## src/rtl/two_source_bus_arbiter.sv

```systemverilog
// ----------------------------------------------------------------------------
// two_source_bus_arbiter
//
// Round-robin arbiter that gives two requesters turns on a shared 4-bit bus.
// A grant is held while its owner keeps requesting. When the other side is
// also waiting, the owner is forced to hand over after MAX_HOLD consecutive
// grant cycles. A requester that drops its request hands the bus straight to
// a waiting peer, with no idle cycle in between.
//
// Parameters
//   MAX_HOLD   maximum consecutive grant cycles while the peer waits (2..255)
//
// Optional feature
//   ARB_STATS_EN  when defined, adds cnt_a/cnt_b: saturating 8-bit counts of
//                 grant-state entries per side, cleared by reset.
//
// Ports
//   clk        clock, all state changes on the rising edge
//   rst_n      asynchronous active-low reset
//   req_a      requester A wants the bus
//   req_b      requester B wants the bus
//   data_a     requester A data
//   data_b     requester B data
//   gnt_a      A owns the bus (registered)
//   gnt_b      B owns the bus (registered)
//   sel        mux select, 0 = A, 1 = B (registered, held while idle)
//   bus_y      shared bus, sel ? data_b : data_a
//   bus_valid  gnt_a | gnt_b
//   cnt_a      (ARB_STATS_EN) grant entries for A
//   cnt_b      (ARB_STATS_EN) grant entries for B
// ----------------------------------------------------------------------------
module two_source_bus_arbiter #(
    parameter int unsigned MAX_HOLD = 8
) (
    input  logic       clk,
    input  logic       rst_n,
    input  logic       req_a,
    input  logic       req_b,
    input  logic [3:0] data_a,
    input  logic [3:0] data_b,
    output logic       gnt_a,
    output logic       gnt_b,
    output logic       sel,
    output logic [3:0] bus_y,
    output logic       bus_valid
`ifdef ARB_STATS_EN
    ,
    output logic [7:0] cnt_a,
    output logic [7:0] cnt_b
`endif
);

    typedef enum logic [1:0] {
        IDLE    = 2'd0,
        GRANT_A = 2'd1,
        GRANT_B = 2'd2
    } state_t;

    localparam logic [7:0] HOLD_LAST = 8'(MAX_HOLD - 1);

    state_t     state;
    state_t     state_nxt;
    logic [7:0] hold_cnt;
    logic       last_b;
    logic       enter_a;
    logic       enter_b;

    // Next-state decision. A tie in IDLE goes to the side not served last.
    always_comb begin
        state_nxt = state;
        case (state)
            IDLE: begin
                if (req_a && req_b)
                    state_nxt = last_b ? GRANT_A : GRANT_B;
                else if (req_a)
                    state_nxt = GRANT_A;
                else if (req_b)
                    state_nxt = GRANT_B;
            end
            GRANT_A: begin
                if (!req_a)
                    state_nxt = req_b ? GRANT_B : IDLE;
                else if (req_b && (hold_cnt == HOLD_LAST))
                    state_nxt = GRANT_B;
            end
            GRANT_B: begin
                if (!req_b)
                    state_nxt = req_a ? GRANT_A : IDLE;
                else if (req_a && (hold_cnt == HOLD_LAST))
                    state_nxt = GRANT_A;
            end
            default: state_nxt = IDLE;
        endcase
    end

    assign enter_a = (state_nxt == GRANT_A) && (state != GRANT_A);
    assign enter_b = (state_nxt == GRANT_B) && (state != GRANT_B);

    always_ff @(posedge clk or negedge rst_n) begin
        if (!rst_n) begin
            state <= IDLE;
        end else begin
            state <= state_nxt;
        end
    end

    // Grants and select are registered from the next state so they change on
    // the same edge as the state itself.
    always_ff @(posedge clk or negedge rst_n) begin
        if (!rst_n) begin
            gnt_a  <= 1'b0;
            gnt_b  <= 1'b0;
            sel    <= 1'b0;
            last_b <= 1'b1;
        end else begin
            gnt_a <= (state_nxt == GRANT_A);
            gnt_b <= (state_nxt == GRANT_B);
            if (state_nxt == GRANT_A) begin
                sel    <= 1'b0;
                last_b <= 1'b0;
            end else if (state_nxt == GRANT_B) begin
                sel    <= 1'b1;
                last_b <= 1'b1;
            end
        end
    end

    // Cycles spent in the current grant; restarts on any state change and
    // parks at MAX_HOLD-1 so an uncontested owner is never released.
    always_ff @(posedge clk or negedge rst_n) begin
        if (!rst_n) begin
            hold_cnt <= '0;
        end else if (state_nxt != state) begin
            hold_cnt <= '0;
        end else if ((state != IDLE) && (hold_cnt != HOLD_LAST)) begin
            hold_cnt <= hold_cnt + 8'd1;
        end
    end

`ifdef ARB_STATS_EN
    always_ff @(posedge clk or negedge rst_n) begin
        if (!rst_n) begin
            cnt_a <= '0;
            cnt_b <= '0;
        end else begin
            if (enter_a && (cnt_a != 8'hFF))
                cnt_a <= cnt_a + 8'd1;
            if (enter_b && (cnt_b != 8'hFF))
                cnt_b <= cnt_b + 8'd1;
        end
    end
`else
    logic unused_entry;
    assign unused_entry = enter_a ^ enter_b;
`endif

    assign bus_y     = sel ? data_b : data_a;
    assign bus_valid = gnt_a | gnt_b;

endmodule

```

## config.mk

```make
export PLATFORM = sky130hd
export DESIGN_NAME = two_source_bus_arbiter
export DESIGN_NICKNAME = d
export VERILOG_FILES = /design/src/rtl/two_source_bus_arbiter.sv
export SDC_FILE = /design/constraint.sdc
export NUM_CORES = 1
export LEC_CHECK = 0
export CAP_MARGIN = 30
export CORE_ASPECT_RATIO = 1.1
export CORE_MARGIN = 1.5
export CORE_UTILIZATION = 40
export DETAILED_ROUTE_END_ITERATION = 8
export DONT_BUFFER_PORTS = 1
export PLACE_DENSITY = 0.57
export SLEW_MARGIN = 20
export SYNTH_ARGS = -nofsm -noshare
export SYNTH_HDL_FRONTEND = slang
export SYNTH_SLANG_ARGS = --single-unit
```

## constraint.sdc

```tcl
create_clock -name clk -period 2 [get_ports clk]
set_input_delay 0.6 -clock clk [delete_from_list [all_inputs] [get_ports clk]]
set_output_delay 0.6 -clock clk [all_outputs]
set_load 0.02 [all_outputs]
```

# After elaboration in Yosys (flattened, before gate mapping)
# Index checks and enable logic that the tools add are counted.
# Widths: inputs -> output; s select.
[word_totals]
register_bits = 14
latchBits = 0
ramBits = 0
rom_bits = 0
output_inout_bits = 8
memories = 0
[op_classes]
n_addsub = 1
mul = 0
div = 0
n_lt_le_gt_ge = 0
eq_ne = 7
shifts = 0
mux = 16
n_bitwise = 1
reduce_logical = 8
[ops]
columns = ["operator", "n"]
rows = [
  ["$mux 2", 9],
  ["$mux 8", 2],
  ["$add 8x1->8 const B", 1],
  ["$eq 8x3->1 const B", 1],
  ["$ne 8x3->1 const B", 1],
  ["$pmux 2 s3", 1],
  ["$reduce_bool 2->1", 3],
  ["$eq 2x1->1 const B", 2],
  ["$eq 2x2->1 const B", 2],
  ["$logic_and 1x1->1", 4],
  ["$mux 4", 1],
  ["$mux 1", 3],
  ["$logic_not 2->1", 1],
  ["$ne 2x2->1", 1],
  ["$or 1x1->1", 1],
]

# Logic depth before layout (Yosys ltp)
# Gate-level depths: netlist (run 1).
[logic_depth]
word_depth = 8
ltp_mapped = 8

# Least setup slack after synthesis (run 1)
# Ideal clock, no wire load.
[synth_timing]
kind = "register to register"
startpoint = "register hold_cnt[0]"
endpoint = "register sel"
arrival_ns = 1.822
required_time_ns = 1.877
setup_slack_ns = 0.055
stages_incl_launch_ff = 9
path_buffers = 0
path_cell_list = "dfrtp_1 > ha_1 > and4bb_4 > and2_4 > a211oi_1 > o31a_1 > ha_1 > nor2b_1 > a21oi_1"
[synth_via]
elab_chain_len = 7
elab_cells_between_ends = 12
cone_classes = "eq/ne: 3; mux: 6; reduce/logical: 3"
[synth_lines]
columns = ["element", "line", "source"]
rows = [
  ["start: declaration", "63", "logic [7:0] hold_cnt;"],
  ["start signal: assignment", "136", "hold_cnt <= hold_cnt + 8'd1;"],
  ["$eq 8x3->1 (*)", "83, 89", ""],
  ["$logic_and 1x1->1, on equally long branches", "89, 83", ""],
  ["$mux 2, on equally long branches", "89, 83", ""],
  ["$mux 2, on equally long branches", "87, 81", ""],
  ["$pmux 2 s3 (*)", "71", "case (state)"],
  ["net state_nxt[1]", "62", "state_t state_nxt;"],
  ["$eq 2x1->1 / $eq 2x2->1 (equally long branches)", "118, 121", ""],
  ["$mux 1 / $reduce_bool 2->1 (equally long branches)", "n/a", ""],
  ["end signal: assignment", "113", "sel <= 1'b0;"],
  ["end signal: assignment", "119", "sel <= 1'b0;"],
  ["end signal: assignment", "122", "sel <= 1'b1;"],
  ["end: declaration", "43", "output logic sel,"],
]
# The timed path passes the listed nets; every way through them passes the cells marked *.
# A chain may end at the register's enable or synchronous reset.

# Worst setup path after layout (run 1)
# Same ends and word-level chain as after synthesis.

==> results.md, run 1 <==
* Yosys warns at 0
* Total wire length at 1.841 mm
* Reg power frac at 0.443
* First-pass DRT Iterations at 4
* Mean Syn Cell Area at 10.61 µm²
* H-tree levels at 1
* CTS tree: done
* Worst slew pin tran at 0.6152 ns
* Met1 usage at 0.2157
* Overflow after GRT at 0
* DRT iter0 DRCs at 9
* Global-route wire length before repair at 2.987 mm
* Syn_nets at 96
* CP Data Required Time at 2.18 ns
* Slew Viols, Final at 0
* Clk_skew at 0.0003646 ns
* CP Data Arrival Time at 2.10 ns
* Max Cap Violations at 0
* Utilization after layout at 0.5189
* Worst VDD drop at 0.6306 mV
* Vias after detailed routing at 670
* Top cells by count, synth: dfrtp_1, nor2_1, a21oi_1, nor3_1
* Row cnt at 17
* Combinational power share at 0.303
* CP startpoint: hold_cnt[0]$_DFFE_PN0P_
* Primary FF master, synth: dfrtp_1
* LEAKAGE at 0.4206 nW
* Count of input and output buffers at 0
* Die Width at 47.20 µm
* Total GRT Usage at 0.1769
* Clock Pin Slew Worst Setup and Hold Paths at 0.09 ns
* Int Pwr at 0.5436 mW
* Setup TNS at 0 ns
* P&R area growth vs syn at 21.98%
* DRC at 0
* Hold Vio Cnt, Final at 0
* Sinks on Clock Net at 14
* GP Congestion at 0.7505
* Vias per cell at 5.492
* Worst hold path class: input port to async pin
* Placed standard-cell area at 949.7 µm²
* Synth cell types at 36
* Max FO, Critical Path at 4
* M2 GR Usage at 0.2694
* Num ports at 20
* Hpwl dp at 1.350 mm
* Register area share after synthesis at 0.4090
* FF-to-FF Start: hold_cnt[0]$_DFFE_PN0P_
* Largest net degree at the start of global routing at 14
* Most Crowded Layer GR: met2
* Kind of critical path: flop to flop
* TritonCTS buffer count at 3
* Initial antenna violation count at 0
* M3 GR Usage at 0.07292
* Die H at 51.62 µm
* Power Density at 786.8 nW/µm²
* Die Footprint at 2436 µm²
* Register-to-register setup slack at 0.08 ns
* Clock Path Buffers at 2
* Vias in the first global route at 669
* Clock share of power at 0.253
* Period utilization at 0.9593
* Ratio of cells with drive above 1 in the final layout at 0.3936
* Nets at 110
* Worst-Skew Late Latency at 0.28 ns
* Post-synth ARST share at 1.000
* Most frequent cell after synthesis: dfrtp_1
* Sw frac at 0.3410
* Area leader, netlist: dfrtp_1
* Number of synthesized flops with an enable pin at 0
* Top cell type's share of synthesized area at 0.3785
* Startpoint types: flop
* Core box area at 2021 µm²
* ANT nets after route at 0
* Cells after Synth at 81
* Root cell of the clock tree: clkbuf_4
* Final Instance Area at 1049 µm²
* Routed len/inst at 15.09 µm
* Antenna cell count at 0
* FF+latch count, synth at 14
* Top post-synthesis cells by area: dfrtp_1, mux2_2, ha_1
* Tmin final at 1.919 ns
* Slew headroom at 0.5885
* FMAX at 521.2 MHz
* Synth Cell Area at 859.6 µm²
* Crit. End Element: flop
* Setup-failing EPs final at 0
* Initial Util at 0.4254
* Status: finished clean
* NetSw at 0.2813 mW
## what timing repair did
item / 4_1_cts / 5_1_grt
gates resized for setup: 1 / 7
setup buffers: 0 / 1
setup endpoints to repair: 1 / 2
pin swaps: 0 / 2
hold endpoints to repair: 13 / 0
hold buffers: 1 / 0
## cell type report
type | count | area (µm²)
inverter | 2 | 7.507
timing repair buffer | 11 | 85.08
sequential | 14 | 351.6
tap | 28 | 35.03
fill | 200 | 972.2
multi-input combinational | 63 | 533.0
clock buffer | 4 | 36.28
## per-stage QoR
stage	hold WS (ns)	worst slack [ns]	total power, mW	instances
6_report	0.1454	0.08133	0.8249	122
5_1_grt	0.1232	-0.006825	0.8729	122
3_3_place_gp	0.3048	0.03813	0.5826	116
3_5_place_dp	0.3049	0.01271	0.5865	116
2_1_floorplan	0.3044	0.05529	0.5262	81
4_1_cts	0.1419	0.02211	0.8057	121
## sequential cells by signal, indices dropped and copies added (netlist names)
name / cells
hold_cnt: 8
state: 2
gnt_a: 1
gnt_b: 1
last_b: 1
sel: 1
## metal layers
metal,vias to the layer above,wire [µm]
met5,-,0
li1,319,-
met4,0,29
met1,339,786
met2,8,977
met3,4,48
## power by group through the flow
stage	registers, mW	clock network [mW]	logic [mW]
after floorplan	0.364	0	0.162
after global placement	0.366	0	0.217
after detailed placement	0.367	0	0.220
after CTS	0.362	0.214	0.229
after global routing	0.370	0.227	0.276
final	0.366	0.209	0.250
## cells by family after synthesis
family,synth area share
buffers and inverters,0.02329
flip-flops,0.4090
XOR/XNOR,0.06113
multiplexers,0.06404
AO/OA/AOI/OAI,0.1717
adder cells (fa/ha/maj),0.04367
AND/OR/NAND/NOR,0.2271
## worst max-delay path, cell delays in order (launching register included)
cell and delay (ns):
dfrtp_1 0.39, ha_2 0.19, and4bb_4 0.22, and2_4 0.16, a211oi_4 0.24, o31a_1 0.23
ha_4 0.22, nor2b_2 0.12, a21oi_1 0.05
## worst paths after layout
kind	endpoint	depth (start not counted)
max	sel$_DFFE_PN0P_	8
max in group asynchronous	sel$_DFFE_PN0P_	1
min	last_b$_DFFE_PN1P_	0
min in group clk	state[0]$_DFF_PN0_	1
max reg2reg	sel$_DFFE_PN0P_	8
min reg2reg	last_b$_DFFE_PN1P_	2
## cell usage in the layout (no fill, tap or decap), types with 3 or more instances in the layout
cell      synthesis  final
xnor2_1           4      4
buf_4             1     10
mux2_2            4      4
dfrtp_1          13     13
nor3_1            5      4
nor2_1           10     10
a21oi_1           5      5
clkbuf_4          0      3
No activity file was read; power rests on OpenSTA's default activity.
==> inputs of run 2 (changes only) <==
- PLACE_DENSITY: 0.57 -> 0.55
- clock period: 2 -> 2.3 ns (I/O delays scaled with it)
==> results.md, run 2 (synthesized netlist as in run 1, its figures left out) <==
* Power Density at 680.3 nW/µm² (-14%)
* NetSw at 0.2133 mW (-24%)
* Setup-failing EPs final at 0 (unchanged)
* P&R area growth vs syn at 5.677%
* Crit. End Element: flop
* Die H at 51.62 µm (unchanged)
* Most frequent cells in the layout: dfrtp_1, nor2_1, a21oi_1, nor3_1
* Antenna cell count at 0 (unchanged)
* Final Instance Area at 908.4 µm² (-13%)
* Total GRT Usage at 0.1479 (-0.02894)
* Routed len/inst at 13.32 µm (-12%)
* DRC at 0 (unchanged)
* Final WS setup at 0.2187 ns (+0.1374 ns)
* Ratio of cells with drive above 1 in the final layout at 0.2289 (-0.1647)
* Postcts setup bufs at 0 (unchanged)
* Clock share of power at 0.238 (-0.015)
* Max Cap Violations at 0 (unchanged)
* Clk_skew at 0.008416 ns (+0.008051 ns)
* CTS tree: done
* Placed Cells incl. Taps at 107 (-7.8%)
* Reg power frac at 0.536 (+0.093)
* Row cnt at 17 (unchanged)
* CP Data Arrival Time at 2.25 ns (+0.15 ns)
* CTS resizes at 0 (-1)
* Setup TNS at 0 ns (unchanged)
* Status: finished clean
* Sw frac at 0.3452 (+0.004186)
* Placed standard-cell area at 882.1 µm² (-7.1%)
* Utilization after layout at 0.4495 (-0.06935)
* Layout Cells excl Fill at 111 (-9.0%)
* DRT iter0 DRCs at 1 (-8)
* Kind of critical path: flop to flop
* Vias in the first global route at 591 (-12%)
* Overflow after GRT at 0 (unchanged)
* Max FO, Critical Path at 4 (unchanged)
* Nets at 99 (-10%)
* Slew headroom at 0.6746 (+0.08605)
* Vias after detailed routing at 601 (-10%)
* FMAX at 480.5 MHz (-7.8%)
* Period utilization at 0.9049 (-0.05442)
* Register-to-register setup slack at 0.22 ns (+0.14 ns)
* Worst hold path class: input port to async pin
* Initial antenna violation count at 0 (unchanged)
* Hpwl dp at 1.135 mm (-16%)
* Combinational power share at 0.226 (-0.077)
* Largest net degree at the start of global routing at 15 (+1)
* Worst VDD drop at 0.4467 mV (-29%)
* Sinks on Clock Net at 14 (unchanged)
* Slew Viols, Final at 0 (unchanged)
* Core box area at 2021 µm² (unchanged)
* Pre-CTS setup slack at 0.2373 ns (+0.2246 ns)
* First-pass DRT Iterations at 2 (-2)
* LEAKAGE at 0.3564 nW (-15%)
* Die Footprint at 2436 µm² (unchanged)
* Int Pwr at 0.4047 mW (-26%)
* Count of input and output buffers at 0 (unchanged)
* RSZ-0062 raised after global routing: no
* Total wire length at 1.478 mm (-20%)
* ANT nets after route at 0 (unchanged)
* Worst slew pin tran at 0.4881 ns (-0.1271 ns)
* Root cell of the clock tree: clkbuf_4
* Filler cell count at 211 (+5.5%)
* Initial Util at 0.4254 (unchanged)
* CP Data Required Time at 2.47 ns (+0.29 ns)
* Worst-Skew Late Latency at 0.28 ns (about the same)
* Commonest non-fill, non-tap cell in the layout: dfrtp_1
* Clock Path Buffers at 2 (unchanged)
* Largest register by flop count: hold_cnt
* Max reg flops at 8 (unchanged)
* Vias per cell at 5.414 (-1.4%)
* Hold_buf cts at 0 (-1)
* Startpoint types: flop
* Global-route wire length before repair at 2.428 mm (-19%)
* Tmin final at 2.081 ns (+0.1626 ns)
* Hold Vio Cnt, Final at 0 (unchanged)
* Num ports at 20 (unchanged)
* TritonCTS buffer count at 3 (unchanged)
* Die Width at 47.20 µm (unchanged)
* H-tree levels at 1 (unchanged)
* Clock Pin Slew Worst Setup and Hold Paths at 0.09 ns (about the same)
* GP Congestion at 0.7436 (-0.92%)
* Regs by FF count: hold_cnt (8), state (2)
-- run 2: cell types whose count changed in the layout (fill, tap and decap cells not counted), moves of 2 or more --
| cell | previous run | this run |
|---|---|---|
| ha_1 | 1 | 3 |
| buf_4 | 10 | 0 |
| o31ai_2 | 2 | 0 |
| o31ai_1 | 0 | 2 |
-- run 2: power groups by stage --
stage	Sequential [mW]	Combinational [mW]	Clock [mW]
floorplan	0.317	0.141	0
global placement	0.335	0.144	0
detailed placement	0.336	0.142	0
CTS	0.331	0.142	0.155
global route	0.337	0.155	0.167
finish	0.331	0.140	0.147
-- run 2: metrics by stage --
stage	power (mW)	hold WS [ns]
6_report	0.6180	0.08878
3_5_place_dp	0.4782	0.3947
3_3_place_gp	0.4788	0.3947
2_1_floorplan	0.4575	0.3944
4_1_cts	0.6287	0.08308
5_1_grt	0.6602	0.07034
-- run 2: area by class of cell --
| cell class | count | area (µm²) | area share |
|---|---|---|---|
| Multi-Input combinational cell | 63 | 488.0 | 0.5372 |
| Tap cell | 28 | 35.03 | 0.03857 |
| Inverter | 2 | 7.507 | 0.008264 |
| Clock buffer | 4 | 26.28 | 0.02893 |
| Sequential cell | 14 | 351.6 | 0.3871 |
-- run 2: worst paths after layout --
check,endpoint,cells after the start,start
min in group clk,last_b$_DFFE_PN1P_,2,last_b$_DFFE_PN1P_
worst min register to register,last_b$_DFFE_PN1P_,2,last_b$_DFFE_PN1P_
worst min-delay path,hold_cnt[2]$_DFFE_PN0P_,0,rst_n
max in group asynchronous,last_b$_DFFE_PN1P_,0,rst_n
worst max-delay path,sel$_DFFE_PN0P_,8,hold_cnt[0]$_DFFE_PN0P_
worst max register to register,sel$_DFFE_PN0P_,8,hold_cnt[0]$_DFFE_PN0P_
-- run 2: critical path, cell delays in order (launching register included) --
cell      delay (ns)
dfrtp_1         0.43
ha_1            0.25
and4bb_4        0.23
and2_4          0.15
a211oi_1        0.28
o31a_1          0.18
ha_1            0.25
nor2b_1         0.15
a21oi_1         0.05
-- run 2: metal layers --
| metal | part of all wire | routed length, µm | up-vias | global-route usage |
|---|---|---|---|---|
| met5 | 0 | 0 | - | 0 |
| met4 | 0.035 | 51 | 0 | 0.09722 |
| met3 | 0.059 | 87 | 5 | 0.04167 |
| met2 | 0.45 | 660 | 20 | 0.2169 |
| met1 | 0.46 | 679 | 277 | 0.1842 |
| li1 | - | - | 299 | - |
